===== src/rtl/bloch_energy_scheduler_if.sv =====
// Request/operand, compute-unit and response bundle of the Bloch energy scheduler.
// The scheduler uses the slave modport; the master modport is the requester/unit side.
interface bloch_energy_scheduler_if #(
  parameter int NREQ = 4,
  parameter int IDW  = 2
);
  logic [NREQ-1:0]    req;
  logic [NREQ*32-1:0] req_x;
  logic [NREQ*32-1:0] req_t;
  logic [NREQ*32-1:0] req_theta;
  logic [NREQ*32-1:0] req_phi;
  logic [NREQ-1:0]    ack;

  logic               dp_trigger;
  logic [31:0]        dp_x;
  logic [31:0]        dp_t;
  logic [31:0]        dp_theta;
  logic [31:0]        dp_phi;
  logic               dp_valid;
  logic [15:0]        dp_real;
  logic [15:0]        dp_imag;

  logic               rsp_valid;
  logic [IDW-1:0]     rsp_id;
  logic [15:0]        rsp_real;
  logic [15:0]        rsp_imag;
  logic               rsp_err;
  logic               busy;

  modport slave (
    input  req, req_x, req_t, req_theta, req_phi, dp_valid, dp_real, dp_imag,
    output ack, dp_trigger, dp_x, dp_t, dp_theta, dp_phi,
    output rsp_valid, rsp_id, rsp_real, rsp_imag, rsp_err, busy
  );

  modport master (
    output req, req_x, req_t, req_theta, req_phi, dp_valid, dp_real, dp_imag,
    input  ack, dp_trigger, dp_x, dp_t, dp_theta, dp_phi,
    input  rsp_valid, rsp_id, rsp_real, rsp_imag, rsp_err, busy
  );
endinterface


===== src/rtl/bloch_energy_scheduler.sv =====
// Round-robin scheduler sharing one Bloch complex-frequency unit among NREQ requesters.
// Define BLOCH_SCHED_TIMEOUT_EN to enable the WAIT-state watchdog (TIMEOUT_CYC cycles).
module bloch_energy_scheduler #(
  parameter int NREQ        = 4,
  parameter int IDW         = 2,
  parameter int TIMEOUT_CYC = 15
) (
  input logic clk,
  input logic reset_n,
  bloch_energy_scheduler_if.slave bus
);

  typedef enum logic [1:0] {IDLE, ISSUE, WAIT, RESP} state_t;

  state_t          state_q, state_d;
  logic [NREQ-1:0] ack_q, ack_d;
  logic            trig_q, trig_d;
  logic [31:0]     x_q, x_d, t_q, t_d, theta_q, theta_d, phi_q, phi_d;
  logic [IDW-1:0]  rr_q, rr_d, id_q, id_d;
  logic            rsp_valid_q, rsp_valid_d;
  logic [15:0]     real_q, real_d, imag_q, imag_d;
  logic            busy_q, busy_d;

  logic            any_found, hi_found;
  logic [IDW-1:0]  any_win, hi_win, win;

`ifdef BLOCH_SCHED_TIMEOUT_EN
  logic            err_q, err_d;
  logic [4:0]      cnt_q, cnt_d;
`endif

  // Lowest requester at or above the pointer wins; otherwise wrap to the lowest overall.
  always_comb begin
    any_found = 1'b0;
    hi_found  = 1'b0;
    any_win   = '0;
    hi_win    = '0;
    for (int i = NREQ - 1; i >= 0; i--) begin
      if (bus.req[i]) begin
        any_found = 1'b1;
        any_win   = IDW'(i);
        if (IDW'(i) >= rr_q) begin
          hi_found = 1'b1;
          hi_win   = IDW'(i);
        end
      end
    end
    win = hi_found ? hi_win : any_win;
  end

  always_comb begin
    state_d     = state_q;
    ack_d       = '0;
    trig_d      = 1'b0;
    rsp_valid_d = 1'b0;
    x_d         = x_q;
    t_d         = t_q;
    theta_d     = theta_q;
    phi_d       = phi_q;
    rr_d        = rr_q;
    id_d        = id_q;
    real_d      = real_q;
    imag_d      = imag_q;
`ifdef BLOCH_SCHED_TIMEOUT_EN
    err_d       = err_q;
    cnt_d       = cnt_q;
`endif
    case (state_q)
      IDLE: begin
        if (any_found) begin
          state_d = ISSUE;
          trig_d  = 1'b1;
          id_d    = win;
          rr_d    = (win == IDW'(NREQ - 1)) ? '0 : win + 1'b1;
          for (int i = 0; i < NREQ; i++) begin
            if (win == IDW'(i)) begin
              ack_d[i] = 1'b1;
              x_d      = bus.req_x[32*i +: 32];
              t_d      = bus.req_t[32*i +: 32];
              theta_d  = bus.req_theta[32*i +: 32];
              phi_d    = bus.req_phi[32*i +: 32];
            end
          end
        end
      end
      ISSUE: begin
        // A dp_valid coinciding with the trigger is deliberately not looked at here.
        state_d = WAIT;
`ifdef BLOCH_SCHED_TIMEOUT_EN
        cnt_d   = '0;
`endif
      end
      WAIT: begin
        if (bus.dp_valid) begin
          state_d     = RESP;
          rsp_valid_d = 1'b1;
          real_d      = bus.dp_real;
          imag_d      = bus.dp_imag;
`ifdef BLOCH_SCHED_TIMEOUT_EN
          err_d       = 1'b0;
        end else if (cnt_q == 5'(TIMEOUT_CYC - 1)) begin
          state_d     = RESP;
          rsp_valid_d = 1'b1;
          real_d      = '0;
          imag_d      = '0;
          err_d       = 1'b1;
        end else begin
          cnt_d       = cnt_q + 5'd1;
`endif
        end
      end
      RESP:    state_d = IDLE;
      default: state_d = IDLE;
    endcase
    busy_d = (state_d != IDLE);
  end

  always_ff @(posedge clk or negedge reset_n) begin
    if (!reset_n) begin
      state_q     <= IDLE;
      ack_q       <= '0;
      trig_q      <= 1'b0;
      rsp_valid_q <= 1'b0;
      x_q         <= '0;
      t_q         <= '0;
      theta_q     <= '0;
      phi_q       <= '0;
      rr_q        <= '0;
      id_q        <= '0;
      real_q      <= '0;
      imag_q      <= '0;
      busy_q      <= 1'b0;
`ifdef BLOCH_SCHED_TIMEOUT_EN
      err_q       <= 1'b0;
      cnt_q       <= '0;
`endif
    end else begin
      state_q     <= state_d;
      ack_q       <= ack_d;
      trig_q      <= trig_d;
      rsp_valid_q <= rsp_valid_d;
      x_q         <= x_d;
      t_q         <= t_d;
      theta_q     <= theta_d;
      phi_q       <= phi_d;
      rr_q        <= rr_d;
      id_q        <= id_d;
      real_q      <= real_d;
      imag_q      <= imag_d;
      busy_q      <= busy_d;
`ifdef BLOCH_SCHED_TIMEOUT_EN
      err_q       <= err_d;
      cnt_q       <= cnt_d;
`endif
    end
  end

  assign bus.ack        = ack_q;
  assign bus.dp_trigger = trig_q;
  assign bus.dp_x       = x_q;
  assign bus.dp_t       = t_q;
  assign bus.dp_theta   = theta_q;
  assign bus.dp_phi     = phi_q;
  assign bus.rsp_valid  = rsp_valid_q;
  assign bus.rsp_id     = id_q;
  assign bus.rsp_real   = real_q;
  assign bus.rsp_imag   = imag_q;
  assign bus.busy       = busy_q;

`ifdef BLOCH_SCHED_TIMEOUT_EN
  assign bus.rsp_err = err_q;
`else
  // Without the watchdog the limit has no role.
  logic unused_timeout;
  assign unused_timeout = ^32'(TIMEOUT_CYC);
  assign bus.rsp_err    = 1'b0;
`endif

endmodule

===== src/flat_wrapper.sv =====
// flat-port wrapper written by rule: the top's interface ports become plain ports
module bloch_energy_scheduler_flat 
#(
  parameter int NREQ        = 4,
  parameter int IDW         = 2,
  parameter int TIMEOUT_CYC = 15
)
  (clk, reset_n, bus_req, bus_req_x, bus_req_t, bus_req_theta, bus_req_phi, bus_dp_valid, bus_dp_real, bus_dp_imag, bus_ack, bus_dp_trigger, bus_dp_x, bus_dp_t, bus_dp_theta, bus_dp_phi, bus_rsp_valid, bus_rsp_id, bus_rsp_real, bus_rsp_imag, bus_rsp_err, bus_busy);
  bloch_energy_scheduler_if #(.NREQ(NREQ), .IDW(IDW)) bus_i ();
  input logic clk;
  input logic reset_n;
  input wire logic [$bits(bus_i.req)-1:0] bus_req;
  input wire logic [$bits(bus_i.req_x)-1:0] bus_req_x;
  input wire logic [$bits(bus_i.req_t)-1:0] bus_req_t;
  input wire logic [$bits(bus_i.req_theta)-1:0] bus_req_theta;
  input wire logic [$bits(bus_i.req_phi)-1:0] bus_req_phi;
  input wire logic [$bits(bus_i.dp_valid)-1:0] bus_dp_valid;
  input wire logic [$bits(bus_i.dp_real)-1:0] bus_dp_real;
  input wire logic [$bits(bus_i.dp_imag)-1:0] bus_dp_imag;
  output wire logic [$bits(bus_i.ack)-1:0] bus_ack;
  output wire logic [$bits(bus_i.dp_trigger)-1:0] bus_dp_trigger;
  output wire logic [$bits(bus_i.dp_x)-1:0] bus_dp_x;
  output wire logic [$bits(bus_i.dp_t)-1:0] bus_dp_t;
  output wire logic [$bits(bus_i.dp_theta)-1:0] bus_dp_theta;
  output wire logic [$bits(bus_i.dp_phi)-1:0] bus_dp_phi;
  output wire logic [$bits(bus_i.rsp_valid)-1:0] bus_rsp_valid;
  output wire logic [$bits(bus_i.rsp_id)-1:0] bus_rsp_id;
  output wire logic [$bits(bus_i.rsp_real)-1:0] bus_rsp_real;
  output wire logic [$bits(bus_i.rsp_imag)-1:0] bus_rsp_imag;
  output wire logic [$bits(bus_i.rsp_err)-1:0] bus_rsp_err;
  output wire logic [$bits(bus_i.busy)-1:0] bus_busy;
  assign bus_i.req = bus_req;
  assign bus_i.req_x = bus_req_x;
  assign bus_i.req_t = bus_req_t;
  assign bus_i.req_theta = bus_req_theta;
  assign bus_i.req_phi = bus_req_phi;
  assign bus_i.dp_valid = bus_dp_valid;
  assign bus_i.dp_real = bus_dp_real;
  assign bus_i.dp_imag = bus_dp_imag;
  assign bus_ack = bus_i.ack;
  assign bus_dp_trigger = bus_i.dp_trigger;
  assign bus_dp_x = bus_i.dp_x;
  assign bus_dp_t = bus_i.dp_t;
  assign bus_dp_theta = bus_i.dp_theta;
  assign bus_dp_phi = bus_i.dp_phi;
  assign bus_rsp_valid = bus_i.rsp_valid;
  assign bus_rsp_id = bus_i.rsp_id;
  assign bus_rsp_real = bus_i.rsp_real;
  assign bus_rsp_imag = bus_i.rsp_imag;
  assign bus_rsp_err = bus_i.rsp_err;
  assign bus_busy = bus_i.busy;
  bloch_energy_scheduler #(.NREQ(NREQ), .IDW(IDW), .TIMEOUT_CYC(TIMEOUT_CYC)) u_core (.clk(clk), .reset_n(reset_n), .bus(bus_i));
endmodule

===== config.mk =====
export PLATFORM = sky130hd
export DESIGN_NAME = bloch_energy_scheduler_flat
export DESIGN_NICKNAME = d
export VERILOG_FILES = /design/src/rtl/bloch_energy_scheduler_if.sv /design/src/rtl/bloch_energy_scheduler.sv /design/src/flat_wrapper.sv
export SDC_FILE = /design/constraint.sdc
export NUM_CORES = 1
export LEC_CHECK = 0
export ABC_AREA = 1
export BUFFER_PORTS_ARGS = -buffer_cell sky130_fd_sc_hd__clkbuf_2
export CAP_MARGIN = 20
export CORE_AREA = 2 2 280 282
export DETAILED_ROUTE_END_ITERATION = 8
export DIE_AREA = 0 0 282 284
export HOLD_SLACK_MARGIN = 0.08
export SLEW_MARGIN = 0
export SYNTH_ARGS = -nofsm -noshare
export SYNTH_HDL_FRONTEND = slang
export SYNTH_SLANG_ARGS = --single-unit

===== constraint.sdc =====
create_clock -name clk -period 1.8 [get_ports clk]
set_input_delay 0.18 -clock clk [delete_from_list [all_inputs] [get_ports clk]]
set_output_delay 0.18 -clock clk [all_outputs]
set_load 0.03 [all_outputs]

==> metrics.cfg <==
[worst_setup_path]
timing.critical_path.fanout_max=7
critPathMaxStageDelay_ps=440
critPathLaunchType=register
arrival_ps=2650
timing.critical_path.slowest_stage_cell=dfrtp_1
cp_cell_sequence=nand2_2 > a21oi_4 > nand3_2 > nand2_4 > inv_4 > ha_4 > buf_12 > buf_12 > buf_8 > nand2_2 > nand3_1 > o21ai_1 > nand2_1 > nand2_1 > nand2_1
worstSetupPathType=register to register
timing.critical_path.to_type=register
critical_path.most_common_cell=nand2_1
timing.critical_path.required_ps=2190

[power]
power.ir.vdd_worst_mv=0.9033
report.power.total_mw=36.97
power.density_nw_per_um2=1588
total_leakage_power_nw=12.66

[route]
antenna_violating_nets_post_route=0
met2_wire_length_um=33240
routed_wl_per_cell_um=18.17
vias_per_cell=4.176
dr.first_iter.drc_count=988
drcViolationCount=0
drt-pass1-iter-count=5
via_count=16800
topRoutingLayerUsed=met5
wl_met3_um=7321
wirelength_um=73100
wl_met1_um=28840

[placement]
buffer_ports.inserted=719
place.detailed.instances=3497
place_area_um2=16450
finalWeightedCongestion=0.9177
detailed_place_hpwl_um=47290

[synthesis]
synth_area_leaders=dfrtp_1 (40%), nand2_1 (30%), nor2_1 (9.1%)
synth_seq_cells=173
synth.yosys.seq_area_share_pct=39.76
ys.flop_type=dfrtp_1
synth_warnings=0
post_synth.cell_area_avg_um2=6.294
yosys.cell_count.top_type=nand2_1
yosys.cell_types.count=23
number_of_enable_flip_flop_cells_after_synthesis=0
mappedNetlistArea_um2=10890
syn_nets=2288
synth_top_cell_area_share_pct=39.76
mapped_cells=1730
synthArstFlopShare_pct=100.0
synth_top_area_cell=dfrtp_1
synth_cell_count_leaders=nand2_1 (884), nor2_1 (264), dfrtp_1 (173)

[floorplanning]
die_height_um=284
io-pin-count=721
starting_density_pct=14.15
dieArea_um2=80090
design.core.area_um2=76960
die_width_um=282
row_count=102

[cells_and_area]
finish.net_count=3520
area_growth_syn_to_layout_pct=113.8
fin_cells=4023
drive_above_1_share_pct=37.14
final_area_um2=23280

[cts]
cts_htree_levels=4
cts_root_buf=clkbuf_16
cts_tree=built
cts.reportedPaths.clkPinSlew_ps=90
clk_latency_ps=490
cts_buffer_depth=2
cts_inserted_buffers=17
clock_sinks=173

[global_routing]
groute.usage.overall_pct=17.07
antenna_violations_before_repair=14
largest_net_degree_at_the_start_of_global_routing=70
first_global_vias=17100
global_route_wire_length_before_repair_um=101900
gr-total-overflow=0

[sta]
rsz0062_at_grt=true
final_critical_period_ps=2264
finalClockSkew_ps=19.72
final_period_utilization_pct=125.8
finalSetupViolations=131
slew_violations=0
maxSlewHeadroom_pct=64.70
max_clock_freq_mhz=441.7
worstMarginPinSlew_ps=529.5
worst_slack_ps=-464.1
totalNegativeSetupSlack_ps=-45560
timing_hold_violations_final=0

[outcome]
violations=negative setup slack
run_status=complete, but fails checks

[run]
timing.max_cap.violations=0

[worst_hold_path]
min_path_type=input pin to register

path summary, 6_finish.rpt:
kind | startpoint | end | slack (ps) | cells past startpoint
worst max-delay path | u_core.rr_q[1] | u_core.bus.dp_phi[24] | -460 | 15
worst min-delay path | bus_req_theta[0] | u_core.bus.dp_theta[0] | 110 | 7
worst max register to register | u_core.rr_q[1] | u_core.bus.dp_phi[24] | -460 | 15
worst min register to register | u_core.bus.dp_x[21] | u_core.bus.dp_x[21] | 480 | 2
max in group asynchronous | reset_n | u_core.bus.dp_t[25] | 840 | 3
min in group asynchronous | reset_n | u_core.bus.dp_t[22] | 240 | 3
stage by stage:
stage | hold slack [ps] | util (%) | setup WS, ps
final | 109.2 | 30.26 | -464.1
after global placement | -18.36 | 21.37 | -568.1
after detailed placement | -19.98 | 21.37 | -603.5
after CTS | 80.15 | 29.51 | -408.6
after floorplan | -115.6 | - | -37.23
after global routing | 127.6 | 30.25 | -570.4
area by class of cell:
| cell class | count | area [um2] |
|---|---|---|
| fillers | 7897 | 53670 |
| repair buffers | 1331 | 10340 |
| multi-input cells | 1424 | 6530 |
| flip-flops and latches | 173 | 4329 |
| well taps | 1040 | 1301 |
| clock buffers | 17 | 425.4 |
| clock inverters | 15 | 207.7 |
| inverters | 13 | 97.59 |
| repair inverters | 2 | 31.28 |
| diodes | 8 | 20.02 |
sequential cells by signal, indices dropped and copies added, names as in the netlist:
name and count:
u_core.bus.ack 4, u_core.bus.busy 1, u_core.bus.dp_phi 32, u_core.bus.dp_t 32
u_core.bus.dp_theta 32, u_core.bus.dp_trigger 1, u_core.bus.dp_x 32, u_core.bus.rsp_id 2
u_core.bus.rsp_imag 16, u_core.bus.rsp_real 16, u_core.bus.rsp_valid 1, u_core.rr_q 2
u_core.state_q 2
cells in the final DEF (no fill, tap or decap), types with 9 or more instances in the layout:
master         instances
clkbuf_2             718
nand2_2               43
o21ai_1               65
buf_8                 13
buf_16                22
nand3_1               84
clkbuf_16             22
nand2_1              833
nor2_1               258
dlygate4sd3_1        434
o21ai_0                9
o21ai_2               50
dfrtp_1              173
buf_4                 87
buf_12                25
buf_6                 26
nand3_2               42
kinds of logic after synthesis:
logic type / after synthesis / share of synthesized area, %
flops: 173 / 39.76
fa+ha+maj: 7 / 0.8043
buf+inv: 133 / 7.377
compound gates: 134 / 6.182
other cells: 1 / 0.03444
simple gates: 1282 / 45.85
power by group:
group          internal [mW]  switching (mW)  total (mW)
Clock                   2.04            2.16        4.19
Combinational           9.77            16.0        25.8
Sequential              5.83            1.18        7.01
worst max-delay path, delay by kind of cell, from the launching register on:
family | cells | cell delay [ps]
AO/OA/AOI/OAI | 2 | 270
adder cells (fa/ha/maj) | 1 | 200
buffers and inverters | 4 | 500
flip-flops | 1 | 440
AND/OR/NAND/NOR | 8 | 700
layer usage:
| layer | global-route usage [%] | vias up |
|---|---|---|
| met4 | 8.790 | 8 |
| met2 | 28.05 | 1009 |
| li1 | - | 7858 |
| met5 | 0 | - |
| met1 | 20.36 | 7706 |
| met3 | 4.429 | 218 |
timing repair:
item	CTS	global route
pin swaps	46	41
gates cloned	16	6
buffers inserted	27	4
resized for setup	195	98
hold buffers	434	0
hold endpoints to repair	334	0
setup endpoints to repair	131	131
No activity file was read; power rests on OpenSTA's default activity.
